[src/rtl/sos_cascade_ctrl.sv]
// Sequencer for a cascade of biquad (SOS) sections: launches enabled sections in order,
// chains each output into the next input, and flags overruns and hung sections.
module sos_cascade_ctrl #(
    parameter int unsigned N_STAGES  = 4,
    parameter int unsigned DATA_SIZE = 24,
    parameter int unsigned TIMEOUT   = 15
) (
    input  logic                          clk_i,
    input  logic                          reset_ni,
    input  logic                          sample_trig_i,
    input  logic [DATA_SIZE-1:0]          data_in_i,
    input  logic [N_STAGES-1:0]           stage_en_i,
    output logic [N_STAGES-1:0]           stage_trig_o,
    input  logic [N_STAGES-1:0]           stage_done_i,
    input  logic [N_STAGES*DATA_SIZE-1:0] stage_dout_i,
    output logic [N_STAGES*DATA_SIZE-1:0] stage_din_o,
    output logic [DATA_SIZE-1:0]          data_out_o,
    output logic                          data_valid_o,
    output logic                          busy_o,
    output logic                          overrun_err_o,
    output logic                          timeout_err_o,
    output logic [2:0]                    err_stage_o,
    input  logic                          err_clr_i
);

    localparam int unsigned IdxW = 3;
    localparam int unsigned CntW = $clog2(TIMEOUT + 1);
    localparam logic [CntW-1:0] CntLast = CntW'(TIMEOUT - 1);
    localparam logic [N_STAGES-1:0] OneHot0 = N_STAGES'(1);

    typedef enum logic [2:0] {StIdle, StLaunch, StWaitDone, StSettle, StDone} state_e;

    state_e                        state_q;
    logic [IdxW-1:0]               k_q;
    logic [N_STAGES-1:0]           en_q;
    logic [CntW-1:0]               cnt_q;
    logic [N_STAGES-1:0]           stage_trig_q;
    logic [N_STAGES*DATA_SIZE-1:0] stage_din_q;
    logic [DATA_SIZE-1:0]          data_out_q;
    logic                          data_valid_q;
    logic                          overrun_q;
    logic                          timeout_q;
    logic [IdxW-1:0]               err_stage_q;

    logic                 first_found;
    logic [IdxW-1:0]      first_idx;
    logic                 next_found;
    logic [IdxW-1:0]      next_idx;
    logic                 done_k;
    logic [DATA_SIZE-1:0] dout_k;

    // Lowest enabled section for a new sample, next enabled section above k, and
    // the handshake/data of the active section.
    always_comb begin
        first_found = 1'b0;
        first_idx   = '0;
        next_found  = 1'b0;
        next_idx    = '0;
        done_k      = 1'b0;
        dout_k      = '0;
        for (int i = 0; i < int'(N_STAGES); i++) begin
            if (!first_found && stage_en_i[i]) begin
                first_found = 1'b1;
                first_idx   = IdxW'(i);
            end
            if (!next_found && en_q[i] && (IdxW'(i) > k_q)) begin
                next_found = 1'b1;
                next_idx   = IdxW'(i);
            end
            if (IdxW'(i) == k_q) begin
                done_k = stage_done_i[i];
                dout_k = stage_dout_i[i*DATA_SIZE +: DATA_SIZE];
            end
        end
    end

    always_ff @(posedge clk_i or negedge reset_ni) begin
        if (!reset_ni) begin
            state_q      <= StIdle;
            k_q          <= '0;
            en_q         <= '0;
            cnt_q        <= '0;
            stage_trig_q <= '0;
            stage_din_q  <= '0;
            data_out_q   <= '0;
            data_valid_q <= 1'b0;
            overrun_q    <= 1'b0;
            timeout_q    <= 1'b0;
            err_stage_q  <= '0;
        end else begin
            stage_trig_q <= '0;
            data_valid_q <= 1'b0;

            if (sample_trig_i && (state_q != StIdle)) begin
                overrun_q <= 1'b1;
            end else if (err_clr_i) begin
                overrun_q <= 1'b0;
            end
            // A timeout raised below in the same cycle overrides this clear.
            if (err_clr_i) begin
                timeout_q   <= 1'b0;
                err_stage_q <= '0;
            end

            unique case (state_q)
                StIdle: begin
                    if (sample_trig_i) begin
                        en_q <= stage_en_i;
                        if (first_found) begin
                            k_q          <= first_idx;
                            stage_trig_q <= OneHot0 << first_idx;
                            stage_din_q[first_idx*DATA_SIZE +: DATA_SIZE] <= data_in_i;
                            state_q      <= StLaunch;
                        end else begin
                            data_out_q   <= data_in_i;
                            data_valid_q <= 1'b1;
                            state_q      <= StDone;
                        end
                    end
                end
                StLaunch: begin
                    cnt_q   <= '0;
                    state_q <= StWaitDone;
                end
                StWaitDone: begin
                    if (done_k) begin
                        state_q <= StSettle;
                    end else if (cnt_q == CntLast) begin
                        timeout_q   <= 1'b1;
                        err_stage_q <= k_q;
                        state_q     <= StIdle;
                    end else begin
                        cnt_q <= cnt_q + 1'b1;
                    end
                end
                StSettle: begin
                    if (next_found) begin
                        k_q          <= next_idx;
                        stage_trig_q <= OneHot0 << next_idx;
                        stage_din_q[next_idx*DATA_SIZE +: DATA_SIZE] <= dout_k;
                        state_q      <= StLaunch;
                    end else begin
                        data_out_q   <= dout_k;
                        data_valid_q <= 1'b1;
                        state_q      <= StDone;
                    end
                end
                StDone: begin
                    state_q <= StIdle;
                end
                default: begin
                    state_q <= StIdle;
                end
            endcase
        end
    end

    assign stage_trig_o  = stage_trig_q;
    assign stage_din_o   = stage_din_q;
    assign data_out_o    = data_out_q;
    assign data_valid_o  = data_valid_q;
    assign busy_o        = (state_q != StIdle);
    assign overrun_err_o = overrun_q;
    assign timeout_err_o = timeout_q;
    assign err_stage_o   = err_stage_q;

endmodule

[config.mk]
export PLATFORM = sky130hd
export DESIGN_NAME = sos_cascade_ctrl
export DESIGN_NICKNAME = d
export VERILOG_FILES = /design/src/rtl/sos_cascade_ctrl.sv
export SDC_FILE = /design/constraint.sdc
export NUM_CORES = 1
export LEC_CHECK = 0
export BUFFER_PORTS_ARGS = -buffer_cell sky130_fd_sc_hd__buf_2
export CORE_ASPECT_RATIO = 1.5
export CORE_MARGIN = 2
export CORE_UTILIZATION = 45
export CTS_CLUSTER_SIZE = 40
export DETAILED_ROUTE_END_ITERATION = 6
export GPL_TIMING_DRIVEN = 0
export PLACE_DENSITY = 0.71
export SKIP_CTS_REPAIR_TIMING = 1
export SLEW_MARGIN = 30
export SYNTH_ARGS = -nofsm -noshare
export SYNTH_HDL_FRONTEND = slang
export SYNTH_SLANG_ARGS = --single-unit
[constraint.sdc]
create_clock -name clk_i -period 3.7 [get_ports clk_i]
set_input_delay 0.37 -clock clk_i [delete_from_list [all_inputs] [get_ports clk_i]]
set_output_delay 0.37 -clock clk_i [all_outputs]
set_load 0.01 [all_outputs]
-- After elaboration in Yosys (flattened, before gate mapping)
Cells that the tools add are included.
- flip-flop bits (word level): 144
- bits in latches: 0
- RAM bits: 0
- bits in read-only memories: 0
- output and inout bits: 131
- memories: 0
- add/sub/neg operators: 3
- $mul: 2
- div/mod/pow operators: 0
- order comparisons: 4
- equal/unequal tests: 15
- shift-type cells: 6
- muxes and demuxes: 63
- bitwise gates (word level): 0
- reductions and logical operators: 28
- operator list (operator ; count):
    two-way mux 96 bit ; 3
    bitwise mux 96 bit ; 2
    one-hot mux 96 bit (2 select lines) ; 1
    variable shift 24 x 34 -> 96 bit (first input constant) ; 2
    indexed part select 24 x 34 -> 96 bit ; 2
    two-way mux 24 bit ; 7
    negator 8 -> 34 bit ; 2
    two-way mux 3 bit ; 16
    one-hot mux 24 bit (2 select lines) ; 1
    two-way mux 1 bit ; 23
    two-way mux 4 bit ; 5
    one-hot mux 4 bit (2 select lines) ; 2
    != test 2 bit (second input constant) ; 7
    one-hot mux 3 bit (4 select lines) ; 1
    logical AND 1 bit ; 11
    multiplier 3 x 2 -> 5 bit (second input constant) ; 2
    AND reduction 4 bit ; 2
    << shifter 1 x 3 -> 4 bit (first input constant) ; 2
    equality test 2 x 3 -> 1 bit (first input constant) ; 2
    equality test 3 x 2 -> 1 bit (second input constant) ; 2
    greater-than comparator 1 x 3 -> 1 bit (first input constant) ; 2
    greater-than comparator 2 x 3 -> 1 bit (first input constant) ; 2
    zero test 1 bit ; 6
    zero test 3 bit ; 2
    11 further kinds ; 14

-- Longest topological paths before layout
Gate-level depths: netlist of run 1.
- depth in word-level cells: 21
- depth in mapped cells: 15
- depth with buffers taken out: 11

-- Worst setup path before layout of run 1
Ideal clock, no wire load.
- path kind: input to register
- from: in stage_en_i[3]
- to: reg stage_din_q[73] (netlist: stage_din_o[73])
- arrival time: 2.781 ns
- required time: 3.566 ns
- path slack: 0.786 ns
- stages on the path: 15
- buffers on the path: 6
- cell sequence: nor2b_2 > o21bai_2 > buf_4 > buf_2 > ha_1 > buf_2 > inv_1 > and3_1 > buf_6 > and2_1 > buf_6 > and3_4 > buf_6 > a221oi_1 > a31oi_1
- longest elaborated chain between the ends: 9
- RTL lines (item ; line ; source):
    start: declaration ; 12 ; input logic [N_STAGES-1:0] stage_en_i,
    logical AND 1 bit * ; 62 ; if (!first_found && stage_en_i[i]) begin
    two-way mux 3 bit ; 62 ;
    multiplier 3 x 2 -> 5 bit ; 112 ; stage_din_q[first_idx*DATA_SIZE +: DATA_SIZE] <= data_in_i;
    negator 8 -> 34 bit ; 112 ;
    indexed part select 24 x 34 -> 96 bit or variable shift 24 x 34 -> 96 bit (tied branches) ; 112 ;
    bitwise mux 96 bit ; 112 ;
    two-way mux 96 bit ; 109 ; if (first_found) begin
    two-way mux 96 bit ; 107 ; if (sample_trig_i) begin
    one-hot mux 96 bit (2 select lines) ; 105 ; unique case (state_q)
    end signal: indexed assignment ; 112 ;
    end signal: indexed assignment ; 140 ; stage_din_q[next_idx*DATA_SIZE +: DATA_SIZE] <= dout_k;
    end: declaration ; 38 ; logic [N_STAGES*DATA_SIZE-1:0] stage_din_q;
Mark *: on every way between the ends. The rest lies on a longest branch, timed or not. The select of a mux whose other input is x is not followed.
A chain may end at the register's enable or synchronous reset.

-- Final worst setup path of run 1
- from: in stage_en_i[3]
- to: reg stage_din_q[83] (netlist: stage_din_o[83])
The elaborated chain is that of the path after synthesis.

==> results.cfg, run 1 <==
[flow_run]
cap_violations = 0

[setup_path]
end_kind = flip-flop
cpMostUsedCell = buf_2
arrival_ns = 3.81
cp_max_fo = 13
cp.required_ns = 4.00
slowest_stage = a222oi_1
critPathKind = in -> reg
cp_cell_sequence = buf_2, nor2b_2, o21bai_2, buf_4, buf_2, ha_1, clkbuf_1, nor2_1, nand3b_1, o21ai_0, a222oi_1, a21oi_1
startpoint_type = primary input
critPathMaxStageDelay_ns = 0.61

[placed_design]
hpwl_um = 28900
place_inst = 1454
place_ws_ns = -0.206
portBuffers = 262
gp_congestion = 1.04

[floorplanning]
die_x_um = 117
core-area_um2 = 18900
pin_count = 263
fp.dieH_um = 173
die_area_um2 = 20300
initial_core_util_pct = 45.5
rows = 62

[route]
drc_errors = 0
drt_pre_antenna_iters = 6
via_count = 9222
routed_wl_um = 37800
wl_per_cell_um = 25.4
drt.antenna.violating_nets = 0
initialDrtViolationCount = 972
avgViaCountPerCell = 6.21

[global_routing]
grt_util_met2_pct = 60.5
track_usage_pct = 37.6
busiest_layer = met2
gr-total-overflow = 0
grtUsageMet3_pct = 7.83
grt_pass1_wl_um = 55500
antenna_found_initial = 0
grt_max_degree = 76
grt_pass1_vias = 9139
grtUsageMet1_pct = 45.7

[timing]
finClkSkew_ns = 0.0154
finalSetupViolCount = 0
rsz0062_at_grt = false
slew_violations = 0
setup_tns_ns = 0
hold_viol_final = 0
finalCritPeriodShare_pct = 94.9
period_minus_slack_ns = 3.51
hold_ws_ns = 0.105
max_freq_mhz = 285
tightestPinTransition_ns = 0.988
fin_ws_ns = 0.187
max_slew_margin_pct = 32.3

[cts]
cts_tree = built
clk_latency_ns = 0.44
clk_pin_slew_worst_paths_ns = 0.07
htree_levels = 4
clockBufferDepth = 2
root_buffer = clkbuf_16
cts_sinks = 142
cts-buffers-inserted = 17

[layout]
num_antenna_cells = 0
nets = 1364
instances_no_fill = 1486
drive_gt1_share_pct = 31.3
fillers = 1812
area_growth_pct = 26.6

[synth]
post_synth_num_cell_types = 72
synthesis.nets = 1081
ys_warn_count = 0
yosys-top-cells-area = dfrtp_1 (41%), nand2_1 (7.3%), o21ai_0 (4.6%)
synth_top_cell_area_share_pct = 41.2
syn_area_per_cell_um2 = 9.21
synthTopCellsByCount = nand2_1 (167), dfrtp_1 (142), nor2_1 (93)
yosysTopAreaCell = dfrtp_1
seq_area_frac_synth_pct = 41.2
synth_edf_count = 0
async_flop_share_pct = 100
yosysMostFrequentCell = nand2_1
ys_ff_latch = 142
synth_top_flop_cell = dfrtp_1
synth_area_um2 = 8620
synthCells = 935

[pwr]
ir_drop_uv = 391
leakage_nw = 5.17
powerDensity_nw_per_um2 = 849

[min_path]
hp-class = in -> reg

[status]
status = completed
per-layer routing:
metal | share of wire (%) | up-vias
li1 | - | 4002
met1 | 37 | 4443
met2 | 48 | 600
met3 | 8.6 | 177
met4 | 7.2 | 0
met5 | 0 | -
final cells by class:
type / instances / area [um2] / area share (%)
Buffer: 62 / 352 / 3.22
Clock buffer: 19 / 443 / 4.06
Clock inverter: 12 / 161 / 1.48
Inverter: 18 / 67.6 / 0.619
Multi-Input combinational cell: 713 / 4650 / 42.6
Sequential cell: 142 / 3550 / 32.6
Tap cell: 256 / 320 / 2.94
Timing Repair Buffer: 264 / 1360 / 12.5
cell families (layout without fill, tap and decap cells):
| kind of cell | Yosys count | after routing | share of synthesized area (%) |
|---|---|---|---|
| AOI/OAI and AO/OA | 294 | 294 | 22.1 |
| xor gates and xnor gates | 3 | 3 | 0.305 |
| adders and majority gates | 14 | 14 | 2.03 |
| buffers and inverters | 80 | 375 | 4.85 |
| DFF | 142 | 142 | 41.2 |
| muxes | 66 | 66 | 12.0 |
| and+or+nand+nor | 336 | 336 | 17.4 |
worst paths after layout:
check                           startpoint              end  slack (ns)  cells past startpoint
max                          stage_en_i[3]  stage_din_o[83]        0.19                     12
min                              err_clr_i   err_stage_o[2]        0.10                      2
max reg2reg                         k_q[1]  stage_din_o[67]        0.21                     11
min reg2reg                stage_din_o[10]  stage_din_o[10]        0.47                      2
max in group asynchronous         reset_ni  stage_din_o[68]        2.48                      3
min in group asynchronous         reset_ni   err_stage_o[1]        0.46                      2
cells in the final DEF (no fill, tap or decap), types with 8 or more instances in the layout:
cell and instances:
dfrtp_1 142, inv_1 15, a22oi_1 36, nand2_1 167
mux2i_1 26, a31oi_1 33, mux4_1 8, buf_2 282
a221oi_1 9, clkbuf_16 17, o21ai_1 14, clkbuf_1 25
o221ai_1 16, mux4_2 17, ha_1 14, o21ai_0 80
nand3_1 18, mux2_2 12, a21oi_1 53, nand2b_1 10
a22o_1 8, nor2_1 92
worst max-delay path: cells and delay by family:
kind,cells,cell delay [ns]
buffers and inverters,4,1.27
AO/OA/AOI/OAI,4,1.18
AND/OR/NAND/NOR,3,0.73
adder cells (fa/ha/maj),1,0.23
sequential cells by signal, summed over array words and instances (netlist names):
register	cells
state_q	3
k_q	2
data_out_o	24
stage_trig_o	4
err_stage_o	3
cnt_q	4
overrun_err_o	1
timeout_err_o	1
stage_din_o	96
data_valid_o	1
en_q	3
stage by stage:
step           total power, mW  cell area [um2]  utilization, %
2_1_floorplan             5.38             8620               -
3_3_place_gp              7.27            10200            54.1
3_5_place_dp              7.33            10300            54.3
4_1_cts                   9.14            10900            57.5
5_1_grt                   9.65            10900            57.6
6_report                  9.27            10900            57.6
power by group:
part / switching, mW / internal (mW) / leakage [nW]
Clock: 0.737 / 1.08 / 0.286
Sequential: 0.353 / 2.14 / 1.84
Combinational: 3.16 / 1.79 / 3.04
No activity file was read; power rests on OpenSTA's default activity.
==> run 2, diff against run 1 <==
==> constraint.sdc (replaced) <==
create_clock -name clk_i -period 3.7 [get_ports clk_i]
set_input_delay 0.185 -clock clk_i [delete_from_list [all_inputs] [get_ports clk_i]]
set_output_delay 0.185 -clock clk_i [all_outputs]
set_load 0.01 [all_outputs]
==> run 2 against run 1 <==
Fmax rose by 1.2%. Sequential power barely moved. Die area did not move. Largest cell class unchanged. Critical path depth rose by 1. Sequential cell count did not move. Worst hold slack got worse by 0.070 ns. Setup slack improved by 0.042 ns. Critical path type unchanged. Highest routed layer unchanged. First-iteration DRC count rose by 0.31%. Combinational power barely moved.
==> results.cfg, run 2 (same netlist as run 1, synthesis figures left out) <==
[status]
status = completed

[route]
wl_per_cell_um = 25.4
avgViaCountPerCell = 6.24
drt_pre_antenna_iters = 6
routed_wl_um = 37800
drc_errors = 0
initialDrtViolationCount = 975
drt.antenna.violating_nets = 0
via_count = 9277

[layout]
layout_commonest_cell = buf_2
final_cell_mix = buf_2 (282), nand2_1 (167), dfrtp_1 (142)
area_growth_pct = 26.6
largest_reg_flops = 96
finalInstanceArea_um2 = 10900
num_antenna_cells = 0
nets = 1365
drive_gt1_share_pct = 31.1

[cts]
cts-buffers-inserted = 17
clk_pin_slew_worst_paths_ns = 0.06
cts_sinks = 142
root_buffer = clkbuf_16
htree_levels = 4
clockBufferDepth = 2
clk_latency_ns = 0.44
cts_tree = built

[pwr]
leakage_nw = 5.17
total_power_mw = 9.27
ir_drop_uv = 396
powerDensity_nw_per_um2 = 849

[timing]
setup_tns_ns = 0
max_slew_margin_pct = 34.3
finalCritPeriodShare_pct = 93.8
rsz0062_at_grt = false
hold_viol_final = 0
slew_violations = 0
tightestPinTransition_ns = 0.958
finalSetupViolCount = 0
max_freq_mhz = 288
period_minus_slack_ns = 3.47
finClkSkew_ns = 0.00747

[global_routing]
grt_pass1_wl_um = 55500
grtUsageMet1_pct = 45.7
grt_max_degree = 76
gr-total-overflow = 0
grt_util_met2_pct = 60.5
grtUsageMet3_pct = 7.83
track_usage_pct = 37.6
antenna_found_initial = 0
grt_pass1_vias = 9139
busiest_layer = met2

[placed_design]
gp_congestion = 1.04
portBuffers = 262
hpwl_um = 28900
placed_area_um2 = 10300

[floorplanning]
fp.dieH_um = 173
core-area_um2 = 18900
die_area_um2 = 20300
initial_core_util_pct = 45.5
die_x_um = 117
pin_count = 263
rows = 62

[min_path]
hp-class = in -> reg
min-delay-start = data_in_i[8]
hold_path_depth = 3

[setup_path]
reg2reg_from = k_q[1]
arrival_ns = 3.81
r2r.worst_path.cells = 11
startpoint_type = primary input
end_kind = flip-flop
cp_cell_sequence = buf_2, nor2b_2, o21bai_2, buf_4, buf_2, ha_1, nor2b_1, and2_1, nand3b_1, nor3_1, clkbuf_1, a22oi_1, o21ai_0
critPathMaxStageDelay_ns = 0.64
critPathKind = in -> reg
cp_max_fo = 13
slowest_stage = nor3_1
cp.required_ns = 4.04
cpMostUsedCell = buf_2
cp-startpoint = stage_en_i[3]

[flow_run]
cap_violations = 0
run 2: cell count changes in the layout (fill, tap and decap cells not counted), sizes merged:
cell,before,now
dlygate4sd3,1,2
run 2: through the flow:
stage | setup slack (ns) | util [%] | hold slack, ns | std cells
6_report | 0.229 | 57.6 | 0.0344 | 1487
3_3_place_gp | -0.0805 | 54.1 | 0.358 | 1453
3_5_place_dp | -0.0213 | 54.3 | 0.159 | 1454
5_1_grt | 0.00650 | 57.6 | 0.0666 | 1487
4_1_cts | -0.0406 | 57.5 | -0.299 | 1485
2_1_floorplan | 0.884 | - | -0.111 | 935
run 2: path summary, 6_finish.rpt:
check | endpoint | slack [ns]
worst max-delay path | stage_din_o[29] | 0.23
worst min-delay path | data_out_o[8] | 0.03
worst max register to register | stage_din_o[67] | 0.23
worst min register to register | stage_din_o[10] | 0.47
max in group asynchronous | stage_din_o[57] | 2.66
min in group asynchronous | err_stage_o[1] | 0.27
run 2: routing by layer:
metal	routed length, um	up-vias
met3	3270	187
met4	2790	0
li1	-	4007
met2	18100	620
met5	0	-
met1	13700	4463
run 2: area by class of cell:
type | instances | area (um2)
Buffer | 62 | 350
Clock buffer | 19 | 443
Clock inverter | 12 | 161
Fill cell | 1809 | 8020
Inverter | 18 | 67.6
Multi-Input combinational cell | 713 | 4650
Sequential cell | 142 | 3550
Tap cell | 256 | 320
Timing Repair Buffer | 265 | 1370
run 2: report_power, final:
part,switching [mW],leakage [nW],internal (mW)
registers,0.350,1.84,2.14
logic,3.16,3.04,1.80
clock network,0.737,0.286,1.08
run 2: critical path, delay by kind of cell:
family          cells  cell delay [ns]
fa+ha+maj           1             0.26
buf+inv             4             1.34
simple gates        5             1.44
compound gates      3             0.55
